[src/rtl/soc_bus_fabric.sv]
`default_nettype none
// ============================================================================
// Module   : soc_bus_fabric
// Brief    : Single-master to NUM_SLV-slave address decoder with independent
//            read/write channels, busy stall and first-error capture.
// Revision : 1.0
// ============================================================================
module soc_bus_fabric #(
   parameter int                        NUM_SLV  = 4,
   parameter int                        DATA_W   = 32,
   parameter int                        ADDR_W   = 32,
   parameter logic [NUM_SLV*ADDR_W-1:0] SLV_BASE = {32'h3000_0000, 32'h2000_0000,
                                                    32'h1000_0000, 32'h0000_0000},
   parameter logic [NUM_SLV*ADDR_W-1:0] SLV_MASK = {NUM_SLV{32'hF000_0000}},
   parameter logic [DATA_W-1:0]         ERR_DATA = '0
) (
   input  logic                        clk,
   input  logic                        rst,
   input  logic                        m_rd_req_i,
   input  logic                        m_wr_req_i,
   input  logic [ADDR_W-1:0]           m_rd_addr_i,
   input  logic [ADDR_W-1:0]           m_wr_addr_i,
   input  logic [3:0]                  m_wr_sel_i,
   input  logic [DATA_W-1:0]           m_wr_data_i,
   output logic [DATA_W-1:0]           m_rd_data_o,
   output logic                        m_rd_vld_o,
   output logic                        m_stall_o,
   output logic [NUM_SLV-1:0]          s_rd_req_o,
   output logic [NUM_SLV-1:0]          s_wr_req_o,
   output logic [ADDR_W-1:0]           s_rd_addr_o,
   output logic [ADDR_W-1:0]           s_wr_addr_o,
   output logic [3:0]                  s_wr_sel_o,
   output logic [DATA_W-1:0]           s_wr_data_o,
   input  logic [NUM_SLV*DATA_W-1:0]   s_rd_data_i,
   input  logic [NUM_SLV-1:0]          s_busy_i,
   output logic                        err_o,
   output logic [1:0]                  err_type_o,
   output logic [ADDR_W-1:0]           err_addr_o,
   output logic [7:0]                  err_cnt_o,
   input  logic                        err_clr_i
);

   localparam int c_IDX_W = (NUM_SLV > 1) ? $clog2(NUM_SLV) : 1;

   logic [NUM_SLV-1:0] w_rd_hit;
   logic [NUM_SLV-1:0] w_wr_hit;
   logic [NUM_SLV-1:0] w_rd_sel;
   logic [NUM_SLV-1:0] w_wr_sel;
   logic               w_rd_map;
   logic               w_wr_map;
   logic               w_rd_busy;
   logic               w_wr_busy;
   logic               w_rd_acc;
   logic               w_wr_acc;
   logic               w_rd_err;
   logic               w_wr_err;
   logic               w_any_err;
   logic [c_IDX_W-1:0] w_rd_idx;
   logic [DATA_W-1:0]  w_rd_mux;
   logic [7:0]         w_cnt_inc;

   logic               r_rd_vld;
   logic               r_rd_unmap;
   logic [c_IDX_W-1:0] r_rd_idx;
   logic [DATA_W-1:0]  r_rd_hold;
   logic               r_err;
   logic [1:0]         r_err_type;
   logic [ADDR_W-1:0]  r_err_addr;
   logic [7:0]         r_err_cnt;

   generate
      for (genvar gi = 0; gi < NUM_SLV; gi++) begin : g_dec
         assign w_rd_hit[gi] = ((m_rd_addr_i & SLV_MASK[gi*ADDR_W +: ADDR_W])
                                == SLV_BASE[gi*ADDR_W +: ADDR_W]);
         assign w_wr_hit[gi] = ((m_wr_addr_i & SLV_MASK[gi*ADDR_W +: ADDR_W])
                                == SLV_BASE[gi*ADDR_W +: ADDR_W]);
      end
   endgenerate

   // Isolate the lowest set hit bit so the lowest slave index wins overlaps.
   assign w_rd_sel  = w_rd_hit & (~w_rd_hit + NUM_SLV'(1));
   assign w_wr_sel  = w_wr_hit & (~w_wr_hit + NUM_SLV'(1));
   assign w_rd_map  = |w_rd_hit;
   assign w_wr_map  = |w_wr_hit;
   assign w_rd_busy = |(w_rd_sel & s_busy_i);
   assign w_wr_busy = |(w_wr_sel & s_busy_i);

   assign m_stall_o = (m_rd_req_i & w_rd_busy) | (m_wr_req_i & w_wr_busy);
   assign w_rd_acc  = m_rd_req_i & ~m_stall_o;
   assign w_wr_acc  = m_wr_req_i & ~m_stall_o;
   assign w_rd_err  = w_rd_acc & ~w_rd_map;
   assign w_wr_err  = w_wr_acc & ~w_wr_map;
   assign w_any_err = w_rd_err | w_wr_err;

   assign s_rd_req_o  = w_rd_acc ? w_rd_sel : '0;
   assign s_wr_req_o  = w_wr_acc ? w_wr_sel : '0;
   assign s_rd_addr_o = m_rd_addr_i;
   assign s_wr_addr_o = m_wr_addr_i;
   assign s_wr_sel_o  = m_wr_sel_i;
   assign s_wr_data_o = m_wr_data_i;

   always_comb begin
      w_rd_idx = '0;
      for (int i = 0; i < NUM_SLV; i++) begin
         if (w_rd_sel[i]) begin
            w_rd_idx = w_rd_idx | c_IDX_W'(i);
         end
      end
   end

   always_comb begin
      w_rd_mux = ERR_DATA;
      if (!r_rd_unmap) begin
         for (int i = 0; i < NUM_SLV; i++) begin
            if (r_rd_idx == c_IDX_W'(i)) begin
               w_rd_mux = s_rd_data_i[i*DATA_W +: DATA_W];
            end
         end
      end
   end

   // Valid cycle shows the live slave word; otherwise the last delivered word.
   assign m_rd_data_o = r_rd_vld ? w_rd_mux : r_rd_hold;
   assign m_rd_vld_o  = r_rd_vld;

   always_ff @(posedge clk or negedge rst) begin
      if (!rst) begin
         r_rd_vld   <= 1'b0;
         r_rd_unmap <= 1'b0;
         r_rd_idx   <= '0;
         r_rd_hold  <= '0;
      end else begin
         r_rd_vld <= w_rd_acc;
         if (w_rd_acc) begin
            r_rd_unmap <= ~w_rd_map;
            r_rd_idx   <= w_rd_idx;
         end
         if (r_rd_vld) begin
            r_rd_hold <= w_rd_mux;
         end
      end
   end

   assign w_cnt_inc = (r_err_cnt == 8'hFF) ? 8'hFF : r_err_cnt + 8'd1;

   // A clear coinciding with a new error restarts capture with that error.
   always_ff @(posedge clk or negedge rst) begin
      if (!rst) begin
         r_err      <= 1'b0;
         r_err_type <= 2'b00;
         r_err_addr <= '0;
         r_err_cnt  <= 8'd0;
      end else if (w_any_err && (!r_err || err_clr_i)) begin
         r_err      <= 1'b1;
         r_err_type <= {w_wr_err, w_rd_err};
         r_err_addr <= w_rd_err ? m_rd_addr_i : m_wr_addr_i;
         r_err_cnt  <= err_clr_i ? 8'd1 : w_cnt_inc;
      end else if (err_clr_i) begin
         r_err      <= 1'b0;
         r_err_type <= 2'b00;
         r_err_addr <= '0;
         r_err_cnt  <= 8'd0;
      end else if (w_any_err) begin
         r_err_cnt  <= w_cnt_inc;
      end
   end

   assign err_o      = r_err;
   assign err_type_o = r_err_type;
   assign err_addr_o = r_err_addr;
   assign err_cnt_o  = r_err_cnt;

endmodule
`default_nettype wire

[config.mk]
export PLATFORM = sky130hd
export DESIGN_NAME = soc_bus_fabric
export DESIGN_NICKNAME = d
export VERILOG_FILES = /design/src/rtl/soc_bus_fabric.sv
export SDC_FILE = /design/constraint.sdc
export NUM_CORES = 1
export LEC_CHECK = 0
export ABC_CLOCK_PERIOD_IN_PS = 3200
export BUFFER_PORTS_ARGS = -buffer_cell sky130_fd_sc_hd__buf_4
export CORE_AREA = 2 2 163 165
export CTS_BUF_LIST = sky130_fd_sc_hd__clkbuf_4
export DETAILED_ROUTE_END_ITERATION = 8
export DIE_AREA = 0 0 165 167
export PLACE_DENSITY = 0.44
export SYNTH_ARGS = -nofsm -noshare
export SYNTH_HDL_FRONTEND = slang
export SYNTH_SLANG_ARGS = --single-unit
export TNS_END_PERCENT = 50
[constraint.sdc]
create_clock -name clk -period 3.2 [get_ports clk]
set_input_delay 0.64 -clock clk [delete_from_list [all_inputs] [get_ports clk]]
set_output_delay 0.64 -clock clk [all_outputs]
set_load 0.005 [all_outputs]
Word level (Yosys, flattened, before mapping)
Index checks and enable logic that the tools add are counted.
- bits in registers: 79
- bits of input ports: 237
- output and inout port bits: 185
- logic and storage cells: 73
- add/sub/neg operators: 3
- equal/unequal tests: 10
- muxes and demuxes: 23
- bitwise logic cells: 17
- reductions and logical operators: 12
- operator list (cell ; number):
    32-bit two-way mux ; 9
    32-bit zero test ; 2
    8-bit two-way mux ; 5
    4-bit AND ; 4
    4-bit by 2-bit == test with 1-bit output, second input constant ; 4
    4-bit OR reduction ; 4
    4-bit by 1-bit adder with 4-bit output, second input constant ; 2
    8-bit by 1-bit adder with 8-bit output, second input constant ; 1
    4-bit by 1-bit == test with 1-bit output, second input constant ; 2
    8-bit == test, second input constant ; 1
    2-bit two-way mux ; 4
    4-bit two-way mux ; 2
    4-bit NOT ; 2
    1-bit AND ; 6
    2-bit == test, second input constant ; 2
    1-bit two-way mux ; 3
    1-bit NOT ; 3
    3-bit nonzero test ; 1
    2-bit by 1-bit == test with 1-bit output, second input constant ; 1
    2-bit zero test ; 1
    1-bit bitwise OR ; 2
    2-bit nonzero test ; 1
    1-bit logical AND ; 1
    1-bit zero test ; 1
    1-bit logical OR ; 1

Depth between registers and ports, before layout
Gate-level depths: netlist of the first run.
- depth after elaboration: 15
- mapped depth: 7
- depth with buffers taken out: 6

Worst setup path before layout of the first run
OpenSTA, ideal clock, no wires.
- path kind: input to output
- start: in m_rd_addr_i[28]
- end: out s_wr_req_o[1]
- arrival time: 1899 ps
- data required time: 2560 ps
- setup slack: 661 ps
- stages: 5
- path buffers: 1
- path through: clkbuf_1 mux2_2 a22oi_1 nand2_1 nor4b_1
- cells in the longest elaborated chain, start to end: 11
- elaborated cells between the ends (all ways): 14
- classes of those cells: add/sub (1); eq/ne (3); mux (1); bitwise (7); reduce/logical (2)
- ends and longest elaborated chain (element ; line ; text):
    start: declaration ; 21 ; input logic [ADDR_W-1:0] m_rd_addr_i,
    32-bit zero test, or another cell as far along ; 73 ; assign w_rd_hit[gi] = ((m_rd_addr_i & SLV_MASK[gi*ADDR_W +: ADDR_W])
    4-bit NOT ; 81 ; assign w_rd_sel = w_rd_hit & (~w_rd_hit + NUM_SLV'(1));
    4-bit by 1-bit adder with 4-bit output ; 81 ;
    4-bit AND * ; 81 ;
    4-bit AND * ; 85 ; assign w_rd_busy = |(w_rd_sel & s_busy_i);
    4-bit OR reduction * ; 85 ;
    1-bit AND * ; 88 ; assign m_stall_o = (m_rd_req_i & w_rd_busy) | (m_wr_req_i & w_wr_busy);
    1-bit bitwise OR * ; 88 ;
    1-bit NOT * ; 90 ; assign w_wr_acc = m_wr_req_i & ~m_stall_o;
    1-bit AND * ; 90 ;
    4-bit two-way mux * ; 96 ; assign s_wr_req_o = w_wr_acc ? w_wr_sel : '0;
    end: declaration ; 29 ; output logic [NUM_SLV-1:0] s_wr_req_o,
Mark *: on every way between the ends. The rest lies on a longest branch, timed or not.

Worst setup path after layout of the first run
- start: reg r_rd_idx[0]
- end: out m_rd_data_o[4]
- cells in the longest elaborated chain, start to end: 7
- elaborated cells between the ends (all ways): 10
- classes of those cells: eq/ne (3); mux (6); reduce/logical (1)
- ends and longest elaborated chain (element ; line ; text):
    start: declaration ; 64 ; logic [c_IDX_W-1:0] r_rd_idx;
    start signal: assignment ; 136 ; r_rd_idx <= w_rd_idx;
    2-bit zero test ; 115 ; if (r_rd_idx == c_IDX_W'(i)) begin
    32-bit two-way mux (3 in a row) ; 115 ;
    32-bit two-way mux * ; 115 ;
    32-bit two-way mux * ; 113 ; if (!r_rd_unmap) begin
    32-bit two-way mux * ; 123 ; assign m_rd_data_o = r_rd_vld ? w_rd_mux : r_rd_hold;
    end: declaration ; 25 ; output logic [DATA_W-1:0] m_rd_data_o,
Marks and branches as above.

==> impl_results.md, run 1 <==
- Status: completed
- Post-Layout Cell Count: 1080
- Top_reg_cell synth: dfrtp_1
- Largest net degree at the start of global routing: 47
- Netlist Area Pre-Place: 5189 µm²
- Post-route minimum period: 2945 ps
- Die Span Y: 167 µm
- Synth area leaders: dfrtp_1 38%, buf_4 14%, mux4_2 14%
- Dpl ws: 320.6 ps
- Die width: 165 µm
- Drt total wl: 18.97 mm
- First-pass GRT wire length: 28.15 mm
- Fraction of registers with async set/reset: 100.0%
- Slew @ Worst Pin: 660.2 ps
- Max incr delay on CP: 700 ps
- Arrival @ worst endpoint: 2310 ps
- Final worst path period share: 92.04%
- Slowest cell on the critical path: dfrtp_2
- FMAX: 0.3395 GHz
- Detailed Routing Iterations Pass 1: 4
- Rel. slew slack: 55.99%
- # DRC: 0
- Layout fillers: 2777
- Util after Layout: 29.74%
- Synthesis-to-finish area growth: 47.65%
- Critical path, cell by cell: buf_12 -> mux4_2 -> inv_1 -> o22ai_1 -> buf_4
- CTS resizes: 0
- Detailed Place HPWL: 15.30 mm
- Core ar.: 25760 µm²
- Synthesized instance count: 492
- Post-CTS Hold Fix Bufs: 0
- CTS H-tree depth: 3
- CP required: 2560 ps
- Clock Tree Root: clkbuf_4
- WS Path Type: reg -> out
- Syn nets: 730
- CTS tree: yes
- Synth Register Bits: 79
- Min-Delay Path Class: in -> async
- Routed Antenna Nets: 0
- Final net count: 975
- Final Hold Vio Count: 0
- Clk sinks: 79
- Vias per inst: 4.237
- RSZ-0062 raised after global routing: false
- Gr usage total: 13.64%
- CP bufs+invs: 3
- Die Area: 27560 µm²
- Power per cell area: 386.9 nW/µm²
- Final instance area: 7661 µm²
- DRT iter0 DRCs: 132
- Starting Density: 20.14%
- Crit. End Element: output pin
- Drt wl/cell: 17.56 µm
- Clock Tree Buf Depth: 2
- Slack of the critical path: 254.7 ps
- Vias: 4576
- P_leak: 3.799 nW
- Yosys top cell by area: dfrtp_1
- Dpl cells: 1061
- Slew Limit Fails: 0
- Ys Warns: 0
- Crit Path Max Fanout: 15
- Buffers added on ports: 349
- Total power: 2.964 mW
- EDFF count, synth: 0
- Initial antenna violation count: 2
- GRT overflow: 0
- Setup TNS: 0 ps
- Startpoint Class: flip-flop
- CTS clk-pin slew, worst paths: 160 ps
- Max-cap violations: 0
- Share of cells above drive strength 1: 56.47%
- Placed Area: 7485 µm²
- Num rows: 59
- Clock latency at the later pin of the worst-skew pair: 470 ps
- Synth top area share: 38.10%
- # IOs: 422
- Syn avg cell area: 10.55 µm²
- Worst hold margin: 160.0 ps
- Number of global-route vias before repair: 4853
- Cell family with most CP delay: flip-flops
- Final Skew: 25.64 ps
- Post-CTS Setup Bufs: 0
- Register area share after synthesis: 38.10%
- Final setup fails: 0
- Worst vdd ir: 146.1 µV
- Cts bufs inserted: 9
- Routability cong.: 0.7766
- Synth unique cells: 45
-- logic make-up after synthesis --
family | count (synthesis) | share of synthesized area [%]
buffers and inverters | 196 | 21.80
adder cells (fa/ha/maj) | 1 | 0.2411
multiplexers | 64 | 20.35
AO/OA/AOI/OAI | 94 | 13.46
flip-flops | 79 | 38.10
AND/OR/NAND/NOR | 58 | 6.053
-- registers in the layout, summed over array words and instances (netlist names) --
name and cells:
err_addr_o 32, r_rd_hold 32, err_cnt_o 8, err_type_o 2, r_rd_idx 2, err_o 1
m_rd_vld_o 1, r_rd_unmap 1
-- placed cells by master (no fill, tap or decap), types with 2 or more instances in the layout --
| master | instances |
|---|---|
| a211oi_1 | 3 |
| a22oi_1 | 3 |
| o21ai_1 | 4 |
| o22ai_1 | 32 |
| buf_12 | 2 |
| nor3b_1 | 4 |
| mux2i_1 | 29 |
| o2bb2ai_1 | 30 |
| nand2b_1 | 3 |
| clkinv_4 | 2 |
| a41oi_1 | 2 |
| a21oi_1 | 5 |
| nor3_1 | 8 |
| mux4_2 | 33 |
| a311oi_1 | 2 |
| and3_1 | 5 |
| nor2_1 | 8 |
| dfrtp_1 | 78 |
| nand2_1 | 13 |
| nor2b_1 | 3 |
| nor4b_1 | 2 |
| o21ai_0 | 3 |
| clkbuf_4 | 10 |
| nand3_1 | 6 |
| a221o_1 | 2 |
| buf_4 | 360 |
| bufinv_16 | 2 |
| diode_2 | 3 |
| inv_1 | 67 |
-- worst paths after layout --
path	depth (start not counted)	slack (ps)	to	start
min in group clk	2	440	err_cnt_o[3]$_DFFE_PN0P_	err_clr_i
max in group asynchronous	2	2360	r_rd_hold[10]$_DFF_PN0_	rst
hold / removal	1	160	err_addr_o[1]$_DFFE_PN0P_	rst
setup / recovery	5	250	m_rd_data_o[4]	r_rd_idx[0]$_DFFE_PN0N_
setup reg to reg	4	1370	r_rd_hold[4]$_DFF_PN0_	r_rd_idx[0]$_DFFE_PN0N_
hold reg to reg	1	490	r_rd_unmap$_DFFE_PN0N_	r_rd_unmap$_DFFE_PN0N_
-- synth_stat cells, types with 4 or more instances --
cell,instances
nand3_1,6
mux4_2,33
nand2_1,13
inv_1,67
a21oi_1,5
nor3b_1,4
dfrtp_1,79
o22ai_1,32
mux2i_1,29
buf_4,100
o2bb2ai_1,30
buf_2,10
o21ai_1,4
nor3_1,8
and3_1,5
nor2_1,8
clkbuf_1,16
-- worst reg2reg max path: stages, from the launching register on --
cell and delay (ps):
dfrtp_2 700, buf_12 260, mux4_2 540, inv_1 90
o22ai_1 90
-- layout make-up --
class | instances | area [µm²] | share of cell area [%]
Clock buffer | 10 | 75.07 | 0.9799
Clock inverter | 6 | 93.84 | 1.225
Sequential cell | 79 | 1978 | 25.82
Multi-Input combinational cell | 217 | 2090 | 27.27
Tap cell | 335 | 419.2 | 5.471
Inverter | 68 | 255.2 | 3.332
Timing Repair Buffer | 362 | 2743 | 35.80
Antenna cell | 3 | 7.507 | 0.09799
-- report_power, final --
part           internal (mW)  switching [mW]
Sequential              1.13          0.0689
Combinational          0.584           0.425
Clock                  0.331           0.422
-- routing by layer --
layer	share of wire, %	up-vias	GRT usage [%]
met4	1.5	0	3.856
li1	-	2151	-
met1	36	2150	14.70
met5	0	-	0
met2	53	259	25.22
met3	9.3	16	4.334
Power figures use the tool's default switching activity.
==> inputs of run 2 (changes only) <==
ABC_CLOCK_PERIOD_IN_PS = 3300   (was 3200)
CAP_MARGIN = 25   (was unset)
CORE_AREA = 2 2 164 166   (was 2 2 163 165)
DIE_AREA = 0 0 166 168   (was 0 0 165 167)
clock period = 3.3 ns   (was 3.2 ns; I/O delays follow)
==> impl_results.md, run 2 (same netlist as run 1, synthesis figures left out) <==
- Detailed Place HPWL: 15.62 mm
- Die width: 166 µm
- GRT overflow: 0
- Util after Layout: 29.04%
- Worst vdd ir: 124.9 µV
- Startpoint Class: primary input
- Switching share of power: 31.76%
- WS Path Type: in -> out
- Commonest non-fill, non-tap cells in the layout: 362 x buf_4, 78 x dfrtp_1, 67 x inv_1
- Status: completed
- Slowest cell on the critical path: mux4_2
- Most common cell after layout, fill and taps aside: buf_4
- Die Span Y: 168 µm
- RSZ-0062 raised after global routing: false
- Clock Tree Buf Depth: 2
- Cell family with most CP delay: simple AND/OR/NAND/NOR gates
- P_leak: 3.791 nW
- Detailed Routing Iterations Pass 1: 4
- Final net count: 977
- Setup TNS: 0 ps
- Register share of total power: 41.7%
- Drt total wl: 19.33 mm
- Slack of the critical path: 296.6 ps
- Routed Antenna Nets: 0
- Power per cell area: 364.1 nW/µm²
- Final setup fails: 0
- Num rows: 60
- Post-route minimum period: 3003 ps
- Final worst path period share: 91.01%
- Final Skew: 16.04 ps
- Core ar.: 26350 µm²
- Share of cells above drive strength 1: 56.32%
- Dpl ws: 227.3 ps
- Clock Tree Root: clkbuf_4
- Rel. slew slack: 53.33%
- Initial antenna violation count: 2
- Buffers added on ports: 349
- Slew Limit Fails: 0
- Vias per inst: 4.182
- Clk sinks: 79
- FMAX: 0.3330 GHz
- Post-CTS Setup Bufs: 0
- Dpl cells: 1069
- Post-Layout Cell Count: 1087
- CP bufs+invs: 3
- Synthesis-to-finish area growth: 47.46%
- Vias: 4546
- Crit-path most repeated cell: buf_4
- First-pass GRT wire length: 28.59 mm
- CTS tree: yes
- Routability cong.: 0.7453
- Comb pwr share: 35.5%
- Slew @ Worst Pin: 700.1 ps
- Min-Delay Path Class: in -> async
- Placed Area: 7507 µm²
- Crit. End Element: output pin
- DRT iter0 DRCs: 143
- Critical path, cell by cell: buf_4 -> mux4_2 -> nand2_1 -> and2_1 -> nand3_1 -> nor3b_1 -> buf_4 -> buf_4
- CTS H-tree depth: 3
- Layout fillers: 2834
- Drt wl/cell: 17.78 µm
- Max incr delay on CP: 540 ps
- Psw: 884.6 µW
- Number of global-route vias before repair: 4791
- Final instance area: 7651 µm²
- CTS clk-pin slew, worst paths: 140 ps
- Starting Density: 19.69%
- Die Area: 27890 µm²
- CP Depth: 8
- Crit Path Max Fanout: 7
- Clock power frac: 22.8%
- Clock latency at the later pin of the worst-skew pair: 460 ps
- Gr usage total: 13.55%
- CP required: 2640 ps
- R2R depth: 5
- # DRC: 0
- FF-to-FF setup slack: 1600 ps
- CTS resizes: 0
- Post-CTS Hold Fix Bufs: 0
- Max-cap violations: 0
- Cts bufs inserted: 9
- Final Hold Vio Count: 0
- Internal power: 1.901 mW
- Arrival @ worst endpoint: 2340 ps
- # IOs: 422
- Largest net degree at the start of global routing: 50
## run 2: cell types whose count changed in the layout (fill, tap and decap cells not counted)
cell	before	now
buf_4	360	362
clkinv_1	0	2
bufinv_16	2	1
clkbuf_4	10	9
diode_2	3	2
## run 2: through the flow
step	hold slack (ps)	power, mW
finish	235.3	2.786
global route	236.5	3.005
CTS	209.6	2.878
detailed placement	466.0	2.198
global placement	472.7	2.195
floorplan	364.4	1.663
## run 2: cell type report
class | instances | area, µm² | area share, %
Timing Repair Buffer | 364 | 2758 | 36.04
Tap cell | 341 | 426.7 | 5.576
Clock buffer | 9 | 67.56 | 0.8831
Clock inverter | 7 | 71.32 | 0.9321
Antenna cell | 2 | 5.005 | 0.06541
Sequential cell | 79 | 1978 | 25.85
Inverter | 68 | 255.2 | 3.336
Multi-Input combinational cell | 217 | 2090 | 27.31
## run 2: final timing paths
check,start,endpoint
worst min-delay path,rst,r_rd_hold[16]$_DFF_PN0_
worst max register to register,err_cnt_o[0]$_DFFE_PN0P_,err_cnt_o[2]$_DFFE_PN0P_
max in group asynchronous,rst,err_addr_o[3]$_DFFE_PN0P_
worst min register to register,r_rd_unmap$_DFFE_PN0N_,r_rd_unmap$_DFFE_PN0N_
worst max-delay path,m_wr_addr_i[28],s_rd_req_o[3]
min in group clk,err_clr_i,err_cnt_o[3]$_DFFE_PN0P_
## run 2: layer usage
metal / wire, µm / GRT usage [%] / vias up
met5: 0 / 0 / -
met1: 7385 / 15.29 / 2140
met4: 253 / 3.554 / 0
li1: - / - / 2144
met3: 1819 / 5.219 / 14
met2: 9872 / 23.98 / 248
## run 2: worst register-to-register path: cells and delay by family, from the launching register on
family	cells	cell delay, ps
AND/OR/NAND/NOR	3	620
flip-flops	1	460
AO/OA/AOI/OAI	1	290
adder cells (fa/ha/maj)	1	240
## run 2: power by group through the flow
stage          clock (mW)  sequential (mW)  combinational [mW]
4_1_cts             0.696             1.16                1.02
3_3_place_gp            0             1.18                1.01
2_1_floorplan           0             1.18               0.487
5_1_grt             0.732             1.18                1.09
6_report            0.636             1.16               0.988
3_5_place_dp            0             1.18                1.01
